### config.mk
export PLATFORM = sky130hd
export DESIGN_NAME = axi4_lite_read_arbiter
export DESIGN_NICKNAME = d
export VERILOG_FILES = /design/src/rtl/axi4_lite_read_arbiter_pkg.sv /design/src/rtl/axi4_lite_rr_arbiter.sv /design/src/rtl/axi4_lite_read_arbiter.sv
export SDC_FILE = /design/constraint.sdc
export NUM_CORES = 1
export LEC_CHECK = 0
export ABC_AREA = 1
export CAP_MARGIN = 10
export CORE_UTILIZATION = 35
export CTS_BUF_LIST = sky130_fd_sc_hd__clkbuf_16
export DETAILED_ROUTE_END_ITERATION = 8
export GPL_TIMING_DRIVEN = 1
export PLACE_DENSITY = 0.86
export REMOVE_ABC_BUFFERS = 1
export SETUP_SLACK_MARGIN = 0.2
export SYNTH_ARGS = -nofsm -noshare
export SYNTH_HDL_FRONTEND = slang
export SYNTH_SLANG_ARGS = --single-unit
export TNS_END_PERCENT = 30
### constraint.sdc
create_clock -name aclk -period 1.35 [get_ports aclk]
set_clock_uncertainty 0.05 [all_clocks]
set_input_delay 0.2025 -clock aclk [delete_from_list [all_inputs] [get_ports aclk]]
set_output_delay 0.2025 -clock aclk [all_outputs]
set_load 0.1 [all_outputs]
### src/rtl/axi4_lite_read_arbiter_pkg.sv
// Purpose: shared types and constants for the AXI4-Lite read arbiter.
// Latency: n/a (package only).
// Backpressure: n/a (package only).
// Contents: FSM state enum, AXI response codes, default widths, rr pointer helper.
package axi4_lite_read_arbiter_pkg;

    localparam int DEFAULT_NUM_MASTERS   = 2;
    localparam int DEFAULT_ADDRESS_WIDTH = 32;
    localparam int DEFAULT_DATA_WIDTH    = 32;
    localparam int PROT_WIDTH            = 3;
    localparam int RESP_WIDTH            = 2;
    localparam int GRANT_WIDTH           = 2;

    typedef enum logic [2:0] {
        ST_IDLE = 3'd0,
        ST_ADDR = 3'd1,
        ST_DATA = 3'd2,
        ST_RESP = 3'd3,
        ST_ERR  = 3'd4
    } arb_state_e;

    typedef enum logic [RESP_WIDTH-1:0] {
        RESP_OKAY   = 2'b00,
        RESP_EXOKAY = 2'b01,
        RESP_SLVERR = 2'b10,
        RESP_DECERR = 2'b11
    } axi_resp_e;

    // Index following cur, wrapping at num-1 back to 0.
    function automatic logic [GRANT_WIDTH-1:0] next_ptr(input logic [GRANT_WIDTH-1:0] cur,
                                                        input int num);
        if (int'(cur) >= num - 1) begin
            return '0;
        end
        return cur + 2'd1;
    endfunction

endpackage

### src/rtl/axi4_lite_rr_arbiter.sv
// Purpose: round-robin pick of the first request at or after rr_ptr, wrapping.
// Latency: combinational, zero cycles.
// Backpressure: none; the caller decides whether the grant is consumed.
// Ports: req (request vector), rr_ptr (search start) -> gnt (one-hot), gnt_idx (binary index).
module axi4_lite_rr_arbiter
    import axi4_lite_read_arbiter_pkg::*;
#(
    parameter int NUM_MASTERS = DEFAULT_NUM_MASTERS
) (
    input  logic [NUM_MASTERS-1:0] req,
    input  logic [GRANT_WIDTH-1:0] rr_ptr,
    output logic [NUM_MASTERS-1:0] gnt,
    output logic [GRANT_WIDTH-1:0] gnt_idx
);

    logic found;

    // Two passes: first the slots at or above the pointer, then the wrapped
    // slots below it. The first hit wins.
    always_comb begin
        gnt     = '0;
        gnt_idx = '0;
        found   = 1'b0;
        for (int i = 0; i < NUM_MASTERS; i++) begin
            if (!found && req[i] && (i >= int'(rr_ptr))) begin
                found   = 1'b1;
                gnt[i]  = 1'b1;
                gnt_idx = GRANT_WIDTH'(i);
            end
        end
        for (int i = 0; i < NUM_MASTERS; i++) begin
            if (!found && req[i]) begin
                found   = 1'b1;
                gnt[i]  = 1'b1;
                gnt_idx = GRANT_WIDTH'(i);
            end
        end
    end

endmodule

### src/rtl/axi4_lite_read_arbiter.sv
// Purpose: shares one AXI4-Lite read channel among NUM_MASTERS requesters, one transaction at a time.
// Latency: AR out 1 cycle after upstream handshake; R out 1 cycle after downstream R beat.
// Backpressure: upstream AR stalls while a transaction is in flight; R held until s_rready of the owner.
// Ports: s_ar*/s_r* per-master upstream slices, m_ar*/m_r* downstream, grant_id debug owner index.
module axi4_lite_read_arbiter
    import axi4_lite_read_arbiter_pkg::*;
#(
    parameter int NUM_MASTERS   = DEFAULT_NUM_MASTERS,
    parameter int ADDRESS_WIDTH = DEFAULT_ADDRESS_WIDTH,
    parameter int DATA_WIDTH    = DEFAULT_DATA_WIDTH,
    parameter logic [ADDRESS_WIDTH-1:0] MIN_ADDRESS = 32'h0000_0000,
    parameter logic [ADDRESS_WIDTH-1:0] MAX_ADDRESS = 32'hffff_ffff
) (
    input  logic                                aclk,
    input  logic                                aresetn,
    input  logic [NUM_MASTERS*ADDRESS_WIDTH-1:0] s_araddr,
    input  logic [NUM_MASTERS*3-1:0]            s_arprot,
    input  logic [NUM_MASTERS-1:0]              s_arvalid,
    output logic [NUM_MASTERS-1:0]              s_arready,
    output logic [DATA_WIDTH-1:0]               s_rdata,
    output logic [1:0]                          s_rresp,
    output logic [NUM_MASTERS-1:0]              s_rvalid,
    input  logic [NUM_MASTERS-1:0]              s_rready,
    output logic [ADDRESS_WIDTH-1:0]            m_araddr,
    output logic [2:0]                          m_arprot,
    output logic                                m_arvalid,
    input  logic                                m_arready,
    input  logic [DATA_WIDTH-1:0]               m_rdata,
    input  logic [1:0]                          m_rresp,
    input  logic                                m_rvalid,
    output logic                                m_rready,
    output logic [1:0]                          grant_id
);

    arb_state_e                 state_q, state_d;
    logic [GRANT_WIDTH-1:0]     rr_ptr_q, rr_ptr_d;
    logic [GRANT_WIDTH-1:0]     grant_id_q, grant_id_d;
    logic [ADDRESS_WIDTH-1:0]   addr_q, addr_d;
    logic [PROT_WIDTH-1:0]      prot_q, prot_d;
    logic [DATA_WIDTH-1:0]      rdata_q, rdata_d;
    logic [RESP_WIDTH-1:0]      rresp_q, rresp_d;

    logic [NUM_MASTERS-1:0]     gnt;
    logic [GRANT_WIDTH-1:0]     gnt_idx;
    logic [ADDRESS_WIDTH-1:0]   sel_addr;
    logic [PROT_WIDTH-1:0]      sel_prot;
    logic [ADDRESS_WIDTH:0]     below_min;
    logic [ADDRESS_WIDTH:0]     above_max;
    logic                       addr_ok;
    logic                       rsp_phase;
    logic                       rsp_done;

    axi4_lite_rr_arbiter #(
        .NUM_MASTERS (NUM_MASTERS)
    ) u_rr (
        .req     (s_arvalid),
        .rr_ptr  (rr_ptr_q),
        .gnt     (gnt),
        .gnt_idx (gnt_idx)
    );

    // Mux the winner's AR slice.
    always_comb begin
        sel_addr = '0;
        sel_prot = '0;
        for (int i = 0; i < NUM_MASTERS; i++) begin
            if (gnt[i]) begin
                sel_addr = s_araddr[i*ADDRESS_WIDTH +: ADDRESS_WIDTH];
                sel_prot = s_arprot[i*3 +: 3];
            end
        end
    end

    // Range check via the borrow bit of widened subtractions, which stays
    // well-formed even when a bound sits at the edge of the address space.
    assign below_min = {1'b0, sel_addr} - {1'b0, MIN_ADDRESS};
    assign above_max = {1'b0, MAX_ADDRESS} - {1'b0, sel_addr};
    assign addr_ok   = !below_min[ADDRESS_WIDTH] && !above_max[ADDRESS_WIDTH];

    assign rsp_phase = (state_q == ST_RESP) || (state_q == ST_ERR);

    always_comb begin
        s_rvalid = '0;
        for (int i = 0; i < NUM_MASTERS; i++) begin
            s_rvalid[i] = rsp_phase && (grant_id_q == GRANT_WIDTH'(i));
        end
    end

    // s_rvalid is one-hot on the owner, so this is the owner's R handshake.
    assign rsp_done = |(s_rvalid & s_rready);

    always_comb begin
        state_d    = state_q;
        rr_ptr_d   = rr_ptr_q;
        grant_id_d = grant_id_q;
        addr_d     = addr_q;
        prot_d     = prot_q;
        rdata_d    = rdata_q;
        rresp_d    = rresp_q;
        case (state_q)
            ST_IDLE: begin
                if (|gnt) begin
                    grant_id_d = gnt_idx;
                    addr_d     = sel_addr;
                    prot_d     = sel_prot;
                    if (addr_ok) begin
                        state_d = ST_ADDR;
                    end else begin
                        // Decode error is answered locally with zero data.
                        state_d = ST_ERR;
                        rdata_d = '0;
                        rresp_d = RESP_DECERR;
                    end
                end
            end
            ST_ADDR: begin
                if (m_arready) begin
                    state_d = ST_DATA;
                end
            end
            ST_DATA: begin
                if (m_rvalid) begin
                    rdata_d = m_rdata;
                    rresp_d = m_rresp;
                    state_d = ST_RESP;
                end
            end
            ST_RESP, ST_ERR: begin
                if (rsp_done) begin
                    state_d  = ST_IDLE;
                    rr_ptr_d = next_ptr(grant_id_q, NUM_MASTERS);
                end
            end
            default: begin
                state_d = ST_IDLE;
            end
        endcase
    end

    always_ff @(posedge aclk) begin
        if (!aresetn) begin
            state_q    <= ST_IDLE;
            rr_ptr_q   <= '0;
            grant_id_q <= '0;
            addr_q     <= '0;
            prot_q     <= '0;
            rdata_q    <= '0;
            rresp_q    <= '0;
        end else begin
            state_q    <= state_d;
            rr_ptr_q   <= rr_ptr_d;
            grant_id_q <= grant_id_d;
            addr_q     <= addr_d;
            prot_q     <= prot_d;
            rdata_q    <= rdata_d;
            rresp_q    <= rresp_d;
        end
    end

    // Only the IDLE grant is combinational; everything else decodes flops.
    assign s_arready = (state_q == ST_IDLE) ? gnt : '0;
    assign m_arvalid = (state_q == ST_ADDR);
    assign m_rready  = (state_q == ST_DATA);
    assign m_araddr  = addr_q;
    assign m_arprot  = prot_q;
    assign s_rdata   = rdata_q;
    assign s_rresp   = rresp_q;
    assign grant_id  = grant_id_q;

endmodule

==> results by group <==
Yosys
  – Cells after synthesis: 500
  – Synth Warn #: 0
  – Netlist cell types: 21
  – Yosys top cell by area: dfxtp_1
  – Flops & latches, synth: 73
  – Synthesized area: around 3300 um2
  – Yosys top cell area share: 0.442
  – Post-synthesis sequential area ratio: 0.442
  – Average size of a mapped cell: roughly 6.6 um2
  – Synth top area cells: dfxtp_1 (44%), nand2_1 (13%), inv_1 (9.2%)

Placed design
  – Dpl cells: approximately 790
  – Port bufs: roughly 190
  – HPWL Detailed: roughly 8300 um
  – GPL Wtd Cong: 0.862

CTS
  – Longest Clk Path Bufs: 2
  – CTS tree: yes
  – CTS H-Tree Depth: 3
  – Clock root cell: clkbuf_16
  – Clock transition at path regs: 0.06 ns
  – Clock Sinks: 73
  – Hold buffers post-CTS: 0
  – Worst skew pair latency: roughly 0.32 ns
  – CTS buffer count: 9

Worst setup path
  – RR Endpoint: s_rdata[18]$_SDFFE_PN0P_
  – FF-to-FF Start: state_q[1]$_SDFFE_PN0P_
  – Data arrival time of the worst path: between 1.5 and 2 ns
  – Top cell by count, worst path: nand3_4
  – Max stage delay on crit path: approximately 0.34 ns
  – R2r setup slk: -0.34 ns
  – Cell chain of the critical path: inv_2, ha_4, buf_4, nand3_4, nand3_4, buf_16, o21ai_1, a21oi_1
  – Crit-path max FO: 15
  – WS Path Type: reg -> reg
  – Nature of the critical path endpoint: flop
  – Stages on worst setup path: 8
  – Crit path buffers/inverters: 3
  – Worst setup path start: state_q[1]$_SDFFE_PN0P_
  – Family with the most delay on the worst path: buffers and inverters
  – Startpoint Class: flop
  – Worst reg2reg path depth: 8
  – Crit path capture: s_rdata[18]$_SDFFE_PN0P_
  – Critical path's slowest cell: dfxtp_2
  – Critical path data required time: 1.49 ns

Timing
  – Final hold vios: 0
  – Fmax: 0.591 GHz
  – RSZ-0062 raised after global routing: yes
  – Hold_ws: 0.431 ns
  – Final setup violation count: between 70 and 80
  – Period utilization: 1.25
  – Slew Viols, Final: 0
  – Final min period: between 1.5 and 2 ns
  – TNS Setup: -13.12 ns
  – Final worst slack: -0.343 ns

Pwr
  – Psw: 9.00 mW
  – Sequential Power Share: 0.183
  – Overall power: 19.1 mW
  – Net Sw Frac: 0.471
  – Peak supply drop: 0.00144 V
  – Logic pwr share: 0.664
  – P_int: 10.1 mW
  – Power density cells: 2570 nW/um2
  – Clock power share: 0.153
  – P_leak: 3.28 nW

Drt
  – DRC Markers: 0
  – Drt pass-1 iters: 4
  – Initial DRC count: 97
  – DRT antenna net count: 0
  – Avg Vias per Cell: 4.83
  – WL/cell: between 15 and 20 um
  – Total Wirelength: 13500 um
  – Vias: 4044

Global route
  – GRT Util Overall: 0.244
  – Total gr overflow: 0
  – Antenna violations before repair: 0
  – First-pass GRT wire length: 18800 um
  – Vias in the first global route: 3928
  – Largest net degree at the start of global routing: 60

Min path
  – Worst hold path class: reg -> reg

Die
  – Row count: 35
  – Die W: 99.2 um
  – DIE AREA: 9840 um2
  – Core area: 9200 um2
  – IO Count: about 190
  – Initial Util: 0.360
  – Die height: about 99 um

Finish
  – Register area: 1490 um2
  – Layout cells sized above 1: 0.337
  – Fill cell count: 494
  – Fin cells: 838
  – Nets@finish: 838
  – Area grow syn2layout: 125%
  – Ant diodes: 0
  – Area of the multi-input gates: 1740 um2

Status
  – Failing checks: negative setup slack
  – Outcome: finished with violations

Run
  – Max-cap violations: 0
sequential cells by signal, summed over array words and instances, names as in the netlist:
name	cells
grant_id	1
m_araddr	32
m_arprot	3
rr_ptr_q	1
s_rdata	32
s_rresp	2
state_q	2
stage by stage:
step,utilization,cell area (um2),worst slack (ns)
3_5_place_dp,0.672,6180,-0.353
5_1_grt,0.810,7440,-0.403
2_1_floorplan,-,3180,-1.41
4_1_cts,0.773,7110,-0.218
3_3_place_gp,0.672,6180,-0.309
6_report,0.810,7440,-0.343
how the worst min path moves through the flow:
stage,cells after the start,slack [ns],start,endpoint
final,2,0.43,s_rdata[2]$_SDFFE_PN0P_,s_rdata[2]$_SDFFE_PN0P_
after CTS,2,0.43,s_rdata[11]$_SDFFE_PN0P_,s_rdata[11]$_SDFFE_PN0P_
after floorplan,1,0.27,aresetn,grant_id[0]$_SDFFE_PN0P_
after global routing,2,0.45,s_rdata[19]$_SDFFE_PN0P_,s_rdata[19]$_SDFFE_PN0P_
after global placement,2,0.42,s_rdata[1]$_SDFFE_PN0P_,s_rdata[1]$_SDFFE_PN0P_
after detailed placement,2,0.42,s_rdata[11]$_SDFFE_PN0P_,s_rdata[11]$_SDFFE_PN0P_
cell type report:
class	count	share of cell area
multi-input cells	314	0.233
clock inverters	7	0.0192
flip-flops and latches	73	0.200
clock buffers	9	0.0303
inverters	85	0.0432
repair buffers	239	0.455
well taps	111	0.0187
synth_stat cells:
master / instances
nand3_2: 2
clkbuf_1: 9
clkinv_1: 1
nor2_4: 1
a21oi_1: 35
o21ai_1: 6
buf_4: 1
nor2_1: 80
nand3_1: 39
o21ai_0: 28
a21oi_2: 1
a21oi_4: 1
conb_1: 1
ha_1: 4
nand2_1: 113
dfxtp_1: 73
buf_2: 18
inv_1: 81
inv_2: 3
o21a_1: 1
nand4_1: 2
placed cells by master, fill, tap and decap left out, types with 4 or more instances in the layout:
| master | Yosys | final |
|---|---|---|
| o21ai_2 | 0 | 20 |
| dfxtp_4 | 0 | 6 |
| clkdlybuf4s50_1 | 0 | 110 |
| nand2_1 | 113 | 113 |
| buf_4 | 1 | 16 |
| o21ai_1 | 6 | 12 |
| nand3_1 | 39 | 27 |
| nor2_2 | 0 | 26 |
| buf_12 | 0 | 84 |
| a21oi_1 | 35 | 31 |
| buf_6 | 0 | 16 |
| inv_1 | 81 | 74 |
| clkbuf_16 | 0 | 12 |
| nor2_1 | 80 | 46 |
| a21oi_2 | 1 | 5 |
| nand3_2 | 2 | 12 |
| nor2_4 | 1 | 9 |
| dfxtp_2 | 0 | 6 |
| ha_4 | 0 | 4 |
| dfxtp_1 | 73 | 61 |
| bufinv_16 | 0 | 4 |
| buf_16 | 0 | 7 |
| inv_2 | 3 | 9 |
cells by family (layout without fill, tap and decap cells):
family,count (synthesis),in the layout,synth area share
buffers and inverters,113,340,0.136
AOI/OAI and AO/OA,72,72,0.114
DFF,73,73,0.442
adders and majority gates,4,4,0.0151
other,1,1,0.00113
and+or+nand+nor,237,237,0.291
worst reg2reg max path: stages, from the launching register on:
cell	delay (ns)
dfxtp_2	0.34
inv_2	0.05
ha_4	0.17
buf_4	0.15
nand3_4	0.10
nand3_4	0.13
buf_16	0.20
o21ai_1	0.27
a21oi_1	0.11
power by group through the flow:
stage               combinational [mW]  clock (mW)  sequential (mW)
floorplan                         2.30           0             6.97
finish                            12.7        2.93             3.49
global route                      13.2        3.08             3.56
global placement                  9.76           0             3.37
CTS                               11.8        2.98             3.41
detailed placement                9.96           0             3.41
timing repair:
action	CTS	global route
pin swaps	20	22
cloned	8	3
resized for setup	95	75
buffers inserted	15	3
setup endpoints to repair	131	149
per-layer routing:
metal | vias up | wire [um] | global-route usage
met5 | - | 0 | 0
met4 | 0 | 292 | 0.0803
met3 | 22 | 1190 | 0.0878
met2 | 203 | 6890 | 0.445
met1 | 1849 | 5110 | 0.262
li1 | 1970 | - | -
(Power assumes the default switching activity.)
